<file path="src/rtl/fifo_wr_arb.sv">
// Round-robin arbiter that merges NUM_REQ beat streams onto one FIFO write port.
// Each grant may write up to MAX_BURST beats; it stalls while full and never overflows.

module fifo_wr_arb_lane #(
  parameter int DATA_WIDTH = 8
) (
  input  logic                  i_gnt,
  input  logic                  i_wr_ok,
  input  logic [DATA_WIDTH-1:0] i_data,
  output logic                  o_ack,
  output logic [DATA_WIDTH-1:0] o_data
);
  // Non-owners contribute zero so the top can OR-merge all lanes.
  assign o_ack  = i_gnt & i_wr_ok;
  assign o_data = i_gnt ? i_data : '0;
endmodule

module fifo_wr_arb #(
  parameter int NUM_REQ    = 4,
  parameter int DATA_WIDTH = 8,
  parameter int MAX_BURST  = 4
) (
  input  logic                          wr_clk,
  input  logic                          rstn,
  input  logic [NUM_REQ-1:0]            req_valid,
  input  logic [NUM_REQ*DATA_WIDTH-1:0] req_data,
  input  logic                          full,
  output logic [NUM_REQ-1:0]            req_ack,
  output logic [NUM_REQ-1:0]            grant,
  output logic                          fifo_wr_en,
  output logic [DATA_WIDTH-1:0]         fifo_wr_data,
  output logic [15:0]                   wr_count
);
  localparam int IW = (NUM_REQ > 1) ? $clog2(NUM_REQ) : 1;
  localparam logic [1:0] ST_IDLE  = 2'd0;
  localparam logic [1:0] ST_BURST = 2'd1;
  localparam logic [1:0] ST_STALL = 2'd2;
  localparam logic [3:0] LAST_BEAT = 4'(MAX_BURST - 1);

  logic [1:0]         r_state;
  logic [NUM_REQ-1:0] r_grant;
  logic [IW-1:0]      r_rr_ptr;
  logic [3:0]         r_beat_cnt;
  logic [15:0]        r_wr_count;

  logic [1:0]         w_nxt_state;
  logic [NUM_REQ-1:0] w_nxt_grant;
  logic [IW-1:0]      w_nxt_ptr;
  logic [3:0]         w_nxt_beat;
  logic               w_release;

  logic [IW-1:0]      w_win;
  logic               w_any;
  logic [IW:0]        w_sum;
  logic [IW:0]        w_inc;
  logic [IW-1:0]      w_win_nxt;
  logic [NUM_REQ-1:0] w_win_oh;

  logic                                 w_gvalid;
  logic                                 w_wr_ok;
  logic [NUM_REQ-1:0][DATA_WIDTH-1:0]   w_lane_data;
  logic [DATA_WIDTH-1:0]                w_data;

  // Walk offsets high to low so the nearest valid index from rr_ptr wins last.
  always_comb begin
    w_win = '0;
    w_any = 1'b0;
    w_sum = '0;
    for (int k = NUM_REQ - 1; k >= 0; k--) begin
      w_sum = {1'b0, r_rr_ptr} + (IW+1)'(k);
      if (w_sum >= (IW+1)'(NUM_REQ)) w_sum = w_sum - (IW+1)'(NUM_REQ);
      if (req_valid[w_sum[IW-1:0]]) begin
        w_win = w_sum[IW-1:0];
        w_any = 1'b1;
      end
    end
  end

  always_comb begin
    w_inc = {1'b0, w_win} + (IW+1)'(1);
    w_win_nxt = (w_inc == (IW+1)'(NUM_REQ)) ? '0 : w_inc[IW-1:0];
    w_win_oh = '0;
    w_win_oh[w_win] = 1'b1;
  end

  assign w_gvalid = |(r_grant & req_valid);
  assign w_wr_ok  = (r_state == ST_BURST) & w_gvalid & ~full;

  for (genvar i = 0; i < NUM_REQ; i++) begin : g_lane
    fifo_wr_arb_lane #(.DATA_WIDTH(DATA_WIDTH)) u_lane (
      .i_gnt   (r_grant[i]),
      .i_wr_ok (w_wr_ok),
      .i_data  (req_data[i*DATA_WIDTH +: DATA_WIDTH]),
      .o_ack   (req_ack[i]),
      .o_data  (w_lane_data[i])
    );
  end

  always_comb begin
    w_data = '0;
    for (int i = 0; i < NUM_REQ; i++) w_data = w_data | w_lane_data[i];
  end

  // IDLE is treated as a permanent release so re-arbitration shares one path.
  always_comb begin
    w_nxt_state = r_state;
    w_nxt_grant = r_grant;
    w_nxt_ptr   = r_rr_ptr;
    w_nxt_beat  = r_beat_cnt;
    w_release   = 1'b0;
    case (r_state)
      ST_IDLE: w_release = 1'b1;
      ST_BURST: begin
        if (!w_gvalid)                    w_release = 1'b1;
        else if (full)                    w_nxt_state = ST_STALL;
        else if (r_beat_cnt == LAST_BEAT) w_release = 1'b1;
        else                              w_nxt_beat = r_beat_cnt + 4'd1;
      end
      ST_STALL: begin
        if (!w_gvalid)  w_release = 1'b1;
        else if (!full) w_nxt_state = ST_BURST;
      end
      default: w_release = 1'b1;
    endcase
    if (w_release) begin
      w_nxt_beat = 4'd0;
      if (w_any && !full) begin
        w_nxt_state = ST_BURST;
        w_nxt_grant = w_win_oh;
        w_nxt_ptr   = w_win_nxt;
      end else begin
        w_nxt_state = ST_IDLE;
        w_nxt_grant = '0;
      end
    end
  end

  always_ff @(posedge wr_clk or negedge rstn) begin
    if (!rstn) begin
      r_state    <= ST_IDLE;
      r_grant    <= '0;
      r_rr_ptr   <= '0;
      r_beat_cnt <= 4'd0;
      r_wr_count <= 16'd0;
    end else begin
      r_state    <= w_nxt_state;
      r_grant    <= w_nxt_grant;
      r_rr_ptr   <= w_nxt_ptr;
      r_beat_cnt <= w_nxt_beat;
      if (w_wr_ok) r_wr_count <= r_wr_count + 16'd1;
    end
  end

  assign grant        = r_grant;
  assign fifo_wr_en   = w_wr_ok;
  assign fifo_wr_data = w_data;
  assign wr_count     = r_wr_count;
endmodule

</file>
<file path="config.mk">
export PLATFORM = sky130hd
export DESIGN_NAME = fifo_wr_arb
export DESIGN_NICKNAME = d
export VERILOG_FILES = /design/src/rtl/fifo_wr_arb.sv
export SDC_FILE = /design/constraint.sdc
export NUM_CORES = 1
export LEC_CHECK = 0
export ABC_CLOCK_PERIOD_IN_PS = 3500
export BUFFER_PORTS_ARGS = -buffer_cell sky130_fd_sc_hd__buf_2
export CORE_MARGIN = 3
export CORE_UTILIZATION = 35
export CTS_BUF_LIST = sky130_fd_sc_hd__clkbuf_4
export CTS_CLUSTER_DIAMETER = 60
export DETAILED_ROUTE_END_ITERATION = 10
export HOLD_SLACK_MARGIN = 0.06
export SLEW_MARGIN = 5
export SYNTH_ARGS = -nofsm -noshare
export SYNTH_HDL_FRONTEND = slang
export SYNTH_SLANG_ARGS = --single-unit
</file>
<file path="constraint.sdc">
create_clock -name wr_clk -period 3.5 [get_ports wr_clk]
set_input_delay 0.175 -clock wr_clk [delete_from_list [all_inputs] [get_ports wr_clk]]
set_output_delay 0.175 -clock wr_clk [all_outputs]
set_load 0.02 [all_outputs]
</file>
After elaboration in Yosys (flattened, before gate mapping)
Index checks and enable logic that the tools add are counted.
- add/sub/neg operators: 10
- magnitude comparators: 10
- eq/ne operators: 10
- muxes and demuxes: 45
- bitwise logic cells: 11
- reductions and logical operators: 10
- operators by type and width (cell ; count):
    8-bit 2-to-1 mux ; 4
    2-bit 2-to-1 mux ; 14
    4-bit 2-to-1 mux ; 6
    8-bit OR ; 3
    16-bit by 1-bit adder with 16-bit output (second input constant) ; 1
    2-bit by 3-bit less-than comparator with 1-bit output (second input constant) ; 5
    1-bit 2-to-1 mux ; 14
    3-bit != test (second input constant) ; 4
    3-bit greater-or-equal comparator (second input constant) ; 3
    1-bit binary-select mux with 2-bit select ; 4
    2-bit by 1-bit subtractor with 2-bit output (second input constant) ; 4
    2-bit by 1-bit adder with 3-bit output (second input constant) ; 2
    2-bit by 2-bit adder with 3-bit output (second input constant) ; 2
    1-bit AND ; 6
    5-bit AND reduction ; 1
    4-bit by 1-bit adder with 4-bit output (second input constant) ; 1
    4-bit AND ; 1
    4-bit by 2-bit equality test with 1-bit output (second input constant) ; 1
    2-bit case mux with 2 select lines ; 1
    4-bit AND reduction ; 1
    2-bit nonzero test ; 2
    4-bit OR reduction ; 1
    3-bit equality test (second input constant) ; 1
    2-bit by 3-bit greater-or-equal comparator with 1-bit output (second input constant) ; 1
    other kinds (12) ; 13
- flip-flop bits (word level): 28
- input port bits: 39
- output and inout port bits: 33
- logic and storage cells: 101

Depth between registers and ports, before layout
- depth after elaboration: 14
- mapped depth: 8
- mapped depth without buffers: 6

Cells and area by module
A second synthesis with hierarchy kept.
- cells, all modules: 189
- area total of the unflattened synthesis: 1830.5 um^2
- modules (own cells, without submodules) (module ; times used ; cells an instance ; area an instance (um^2)):
    fifo_wr_arb ; 1 ; 153 ; 1605.3
    fifo_wr_arb_lane ; 4 ; 9 ; 56.3

Worst setup path after synthesis
No wires, ideal clock.
- path kind: flip-flop to flip-flop
- start: register r_state[1]
- end: register r_wr_count[1] (netlist: wr_count[1])
- setup time: 125 ps
- data arrival time: 1653 ps
- data required time: 3375 ps
- path slack: 1722 ps
- stages on the path, launching flop included: 8
- buffers on the path: 2
- cells stage by stage: dfrtp_1 -> inv_1 -> ha_1 -> buf_4 -> nand2b_1 -> buf_2 -> a21oi_2 -> mux2_2
- cells in the longest elaborated chain, start to end: 3
- RTL lines (element ; RTL line ; source):
    start: declaration ; 40 ; logic [1:0] r_state;
    start signal: assignment ; 146 ; r_state <= w_nxt_state;
    2-bit by 1-bit equality test with 1-bit output ; 87 ; assign w_wr_ok = (r_state == ST_BURST) & w_gvalid & ~full;
    1-bit AND (2 in series) ; 87 ;
    net fifo_wr_en ; 30 ; output logic fifo_wr_en,
    end signal: assignment ; 150 ; if (w_wr_ok) r_wr_count <= r_wr_count + 16'd1;
    end: declaration ; 44 ; logic [15:0] r_wr_count;
The timed path passes the listed nets, and every way through them passes these cells.
A chain may end at the register's enable or synchronous reset.

Worst setup path after layout
- start: register r_state[1]
- end: output port req_ack[1]
- cells in the longest elaborated chain, start to end: 4
- RTL lines (element ; RTL line ; source):
    2-bit by 1-bit equality test with 1-bit output ; 87 ;
    1-bit AND (2 in series) ; 87 ;
    1-bit AND ; 14 ; assign o_ack = i_gnt & i_wr_ok;
    end: declaration ; 28 ; output logic [NUM_REQ-1:0] req_ack,
No other way between the ends.

==> run_results.csv <==
group,metric,value,unit
hold_path,hp-class,"in -> reg",
worst_setup_path,cp_max_fo,9,
layout,fillers,477,
pwr,seq_power_share,35.4,%
worst_setup_path,crit_required,3.32,ns
pwr,power_density,647.0,nW/um^2
clocking,htreeDepth,1,
synth,ys_ff_latch,28,
synth,ys_seq_area_share,39.02,%
worst_setup_path,endpoint_kind,"primary output",
layout,utilization,45.57,%
placed_design,placed_area,2147,um^2
pwr,power_frac_clock,15.3,%
grt,grt_pass1_wl,7051,um
clocking,post_cts_resized,0,
synth,synthMuxAreaShare,2.439,%
grt,antenna_found_initial,0,
worst_setup_path,worstSetupPathType,"reg -> out",
pwr,net-switching-power,644.9,uW
clocking,clock_sinks,28,
die,die_area,6026,um^2
synth,synth_top_family_by_area,"compound AO/OA/AOI/OAI gates",
synth,synth_warnings,0,
sta,setup_violations,0,
synth,netlist-cell-type-count,45,
clocking,clkSlewWorstSetupHoldPaths,0.15,ns
worst_setup_path,path_cells,"inv_1 -> ha_1 -> nand2b_1 -> a21oi_2 -> and2_1 -> buf_2",
synth,yosys.area_share.simple,15.96,%
layout,nNetsFinal,290,
layout,multi_input_area,965.9,um^2
die,fp-row-count,25,
synth,synthAdderAreaFrac,5.575,%
worst_setup_path,critical-path-max-stage-delay,0.42,ns
synth,synthXorXnorAreaFrac,7.317,%
synth,avgSynthCellArea,9.975,um^2
placed_design,place.gp.congestion,0.7193,
grt,busiest_layer,"met2",
synth,synth_async_sr_flop_share,100.0,%
synth,synth_edf_count,0,
status,status,"complete, no violations",
grt,use_met2,22.52,%
sta,post-route-period-util,65.29,%
die,die_y,77.63,um
die,ioPinCount,72,
routing,wl_per_cell,13.39,um
pwr,comb_power_share,49.3,%
layout,mostFrequentLayoutCell,"buf_2",
routing,vias_per_cell,5.068,
worst_setup_path,path_buf_inv,2,
routing,firstDrtPassIters,4,
clocking,cts_tree,"yes",
sta,maxSlewViolCount,0,
grt,met1_usage,19.68,%
sta,fmax,0.4376,GHz
worst_setup_path,startpoint_type,"flop",
run,maxCapViolations,0,
routing,vias,1566,
placed_design,port_buffers,71,
worst_setup_path,arrival,2.11,ns
die,fp.dieW,77.63,um
sta,finalSetupTns,0,ns
pwr,power_leakage,0.001142,uW
grt,grt_usage,14.06,%
sta,report.final.hold_viol_count,0,
synth,synth_flop_cell,"dfrtp_1",
sta,fin_hold_ws,0.2300,ns
layout,layout_common_cells,"71 x buf_2, 28 x dfrtp_1, 17 x nand2_1",
layout,drive_gt1_share,36.36,%
sta,skew,0.01373,ns
sta,min_period,2.285,ns
grt,first_global_vias,1490,
die,start_util,37.03,%
sta,relSlewSlack,58.49,%
layout,design_area,2210,um^2
worst_setup_path,critPathSlowestCell,"dfrtp_1",
synth,synth-compound-area-share,22.51,%
routing,ant_nets,0,
placed_design,dp_hpwl,3150,um
grt,grt_max_degree,29,
routing,drc,0,
layout,diodes,0,
clocking,clockRootBuffer,"clkbuf_4",
clocking,numCtsBuffers,3,
die,coreArea,4848,um^2
clocking,clock_path_buffers,2,
clocking,clk_latency,0.34,ns
synth,syn_inst,180,
pwr,switching_share,45.11,%
synth,syn_nets,227,
routing,drt_wl_total,4137,um
grt,met3_usage,2.552,%
layout,area.sequential,700.7,um^2
pwr,internal-power,784.6,uW
worst_setup_path,path_delay_family,"simple AND/OR/NAND/NOR gates",
synth,netlist_area,1795,um^2
grt,gr-total-overflow,0,
routing,drt_iter0_drc,73,
sta,rsz0062_at_grt,"no",
pwr,max-vdd-ir-drop,0.0002578,V
layout,area_delta_synth_final,23.07,%
sta,max_slew.worst_pin.slew,0.6227,ns
[final cells by class]
class	instances	share of cell area (%)
Clock buffer	3	1.019
Clock inverter	1	1.359
Inverter	11	1.869
Multi-Input combinational cell	127	43.71
Sequential cell	28	31.71
Tap cell	67	3.794
Timing Repair Buffer	72	16.53
[worst reg2reg max path: stages, from the launching register on]
cell and delay (ns):
dfrtp_1 0.58, a22oi_4 0.38, o211ai_1 0.20, a21oi_2 0.36, mux2_2 0.38
[worst paths after layout]
path / start / endpoint / slack (ns) / depth (start not counted)
setup / recovery: r_state[1] / req_ack[1] / 1.21 / 6
hold / removal: full / r_beat_cnt[1] / 0.23 / 3
setup reg to reg: grant[0] / r_rr_ptr[0] / 1.51 / 4
hold reg to reg: wr_count[15] / wr_count[15] / 0.49 / 1
max in group asynchronous: rstn / r_beat_cnt[0] / 2.73 / 2
min in group asynchronous: rstn / wr_count[2] / 0.36 / 2
[sequential cells by signal (all words and copies together) (netlist names)]
signal	flops
grant	4
r_beat_cnt	4
r_rr_ptr	2
wr_count	16
r_state	2
[power groups by stage]
stage	Clock [uW]	Combinational, uW	Sequential (uW)
final	219	704	507
after global placement	0	707	510
after CTS	225	711	506
after detailed placement	0	708	512
after global routing	237	785	523
after floorplan	0	570	468
[per-layer routing]
metal	up-vias	wire, um	share of wire [%]
met5	-	0	0
met4	0	35	0.85
met3	4	156	3.8
met2	33	2011	49
met1	756	1934	47
li1	773	-	-
[synth_stat cells (2+ instances only)]
library cell  instances  area share [%]
a22o_1                4             2.0
nand4_1               4             1.4
xor2_1                5             2.4
nor2_1                5             1.0
nand2_1              17             3.6
nand2b_1              3             1.0
a22oi_1              16             6.7
dfrtp_1              28              39
nor3b_1               2            0.84
buf_4                 9             3.8
inv_1                11             2.3
nand3_1               6             1.7
xnor2_1              10             4.9
clkbuf_1              4            0.84
and2_1                5             1.7
o21ai_0               5             1.4
a21oi_2               2            0.98
o32ai_1               2            0.98
nor3_1                2            0.56
a22oi_4               2             2.4
mux2_2                3             1.9
a21oi_1               5             1.4
ha_1                  8             5.6
[cell families (layout without fill, tap and decap cells)]
group	after synthesis	count (layout)
buf+inv	25	87
xor+xnor	15	15
flops	28	28
simple gates	52	52
compound gates	48	48
mux	4	4
fa+ha+maj	8	8
[timing repair]
| item | CTS | global route |
|---|---|---|
| hold endpoints to repair | 28 | 0 |
| hold buffers | 1 | 0 |
| buffers inserted | 0 | 0 |
[metrics by stage]
stage          power, uW  std cells  worst slack [ns]
2_1_floorplan       1038        180             1.722
3_3_place_gp        1217        304             1.561
3_5_place_dp        1220        304             1.504
4_1_cts             1442        309             1.189
5_1_grt             1545        309             1.022
6_report            1430        309             1.215
No activity file was read; power rests on OpenSTA's default activity.
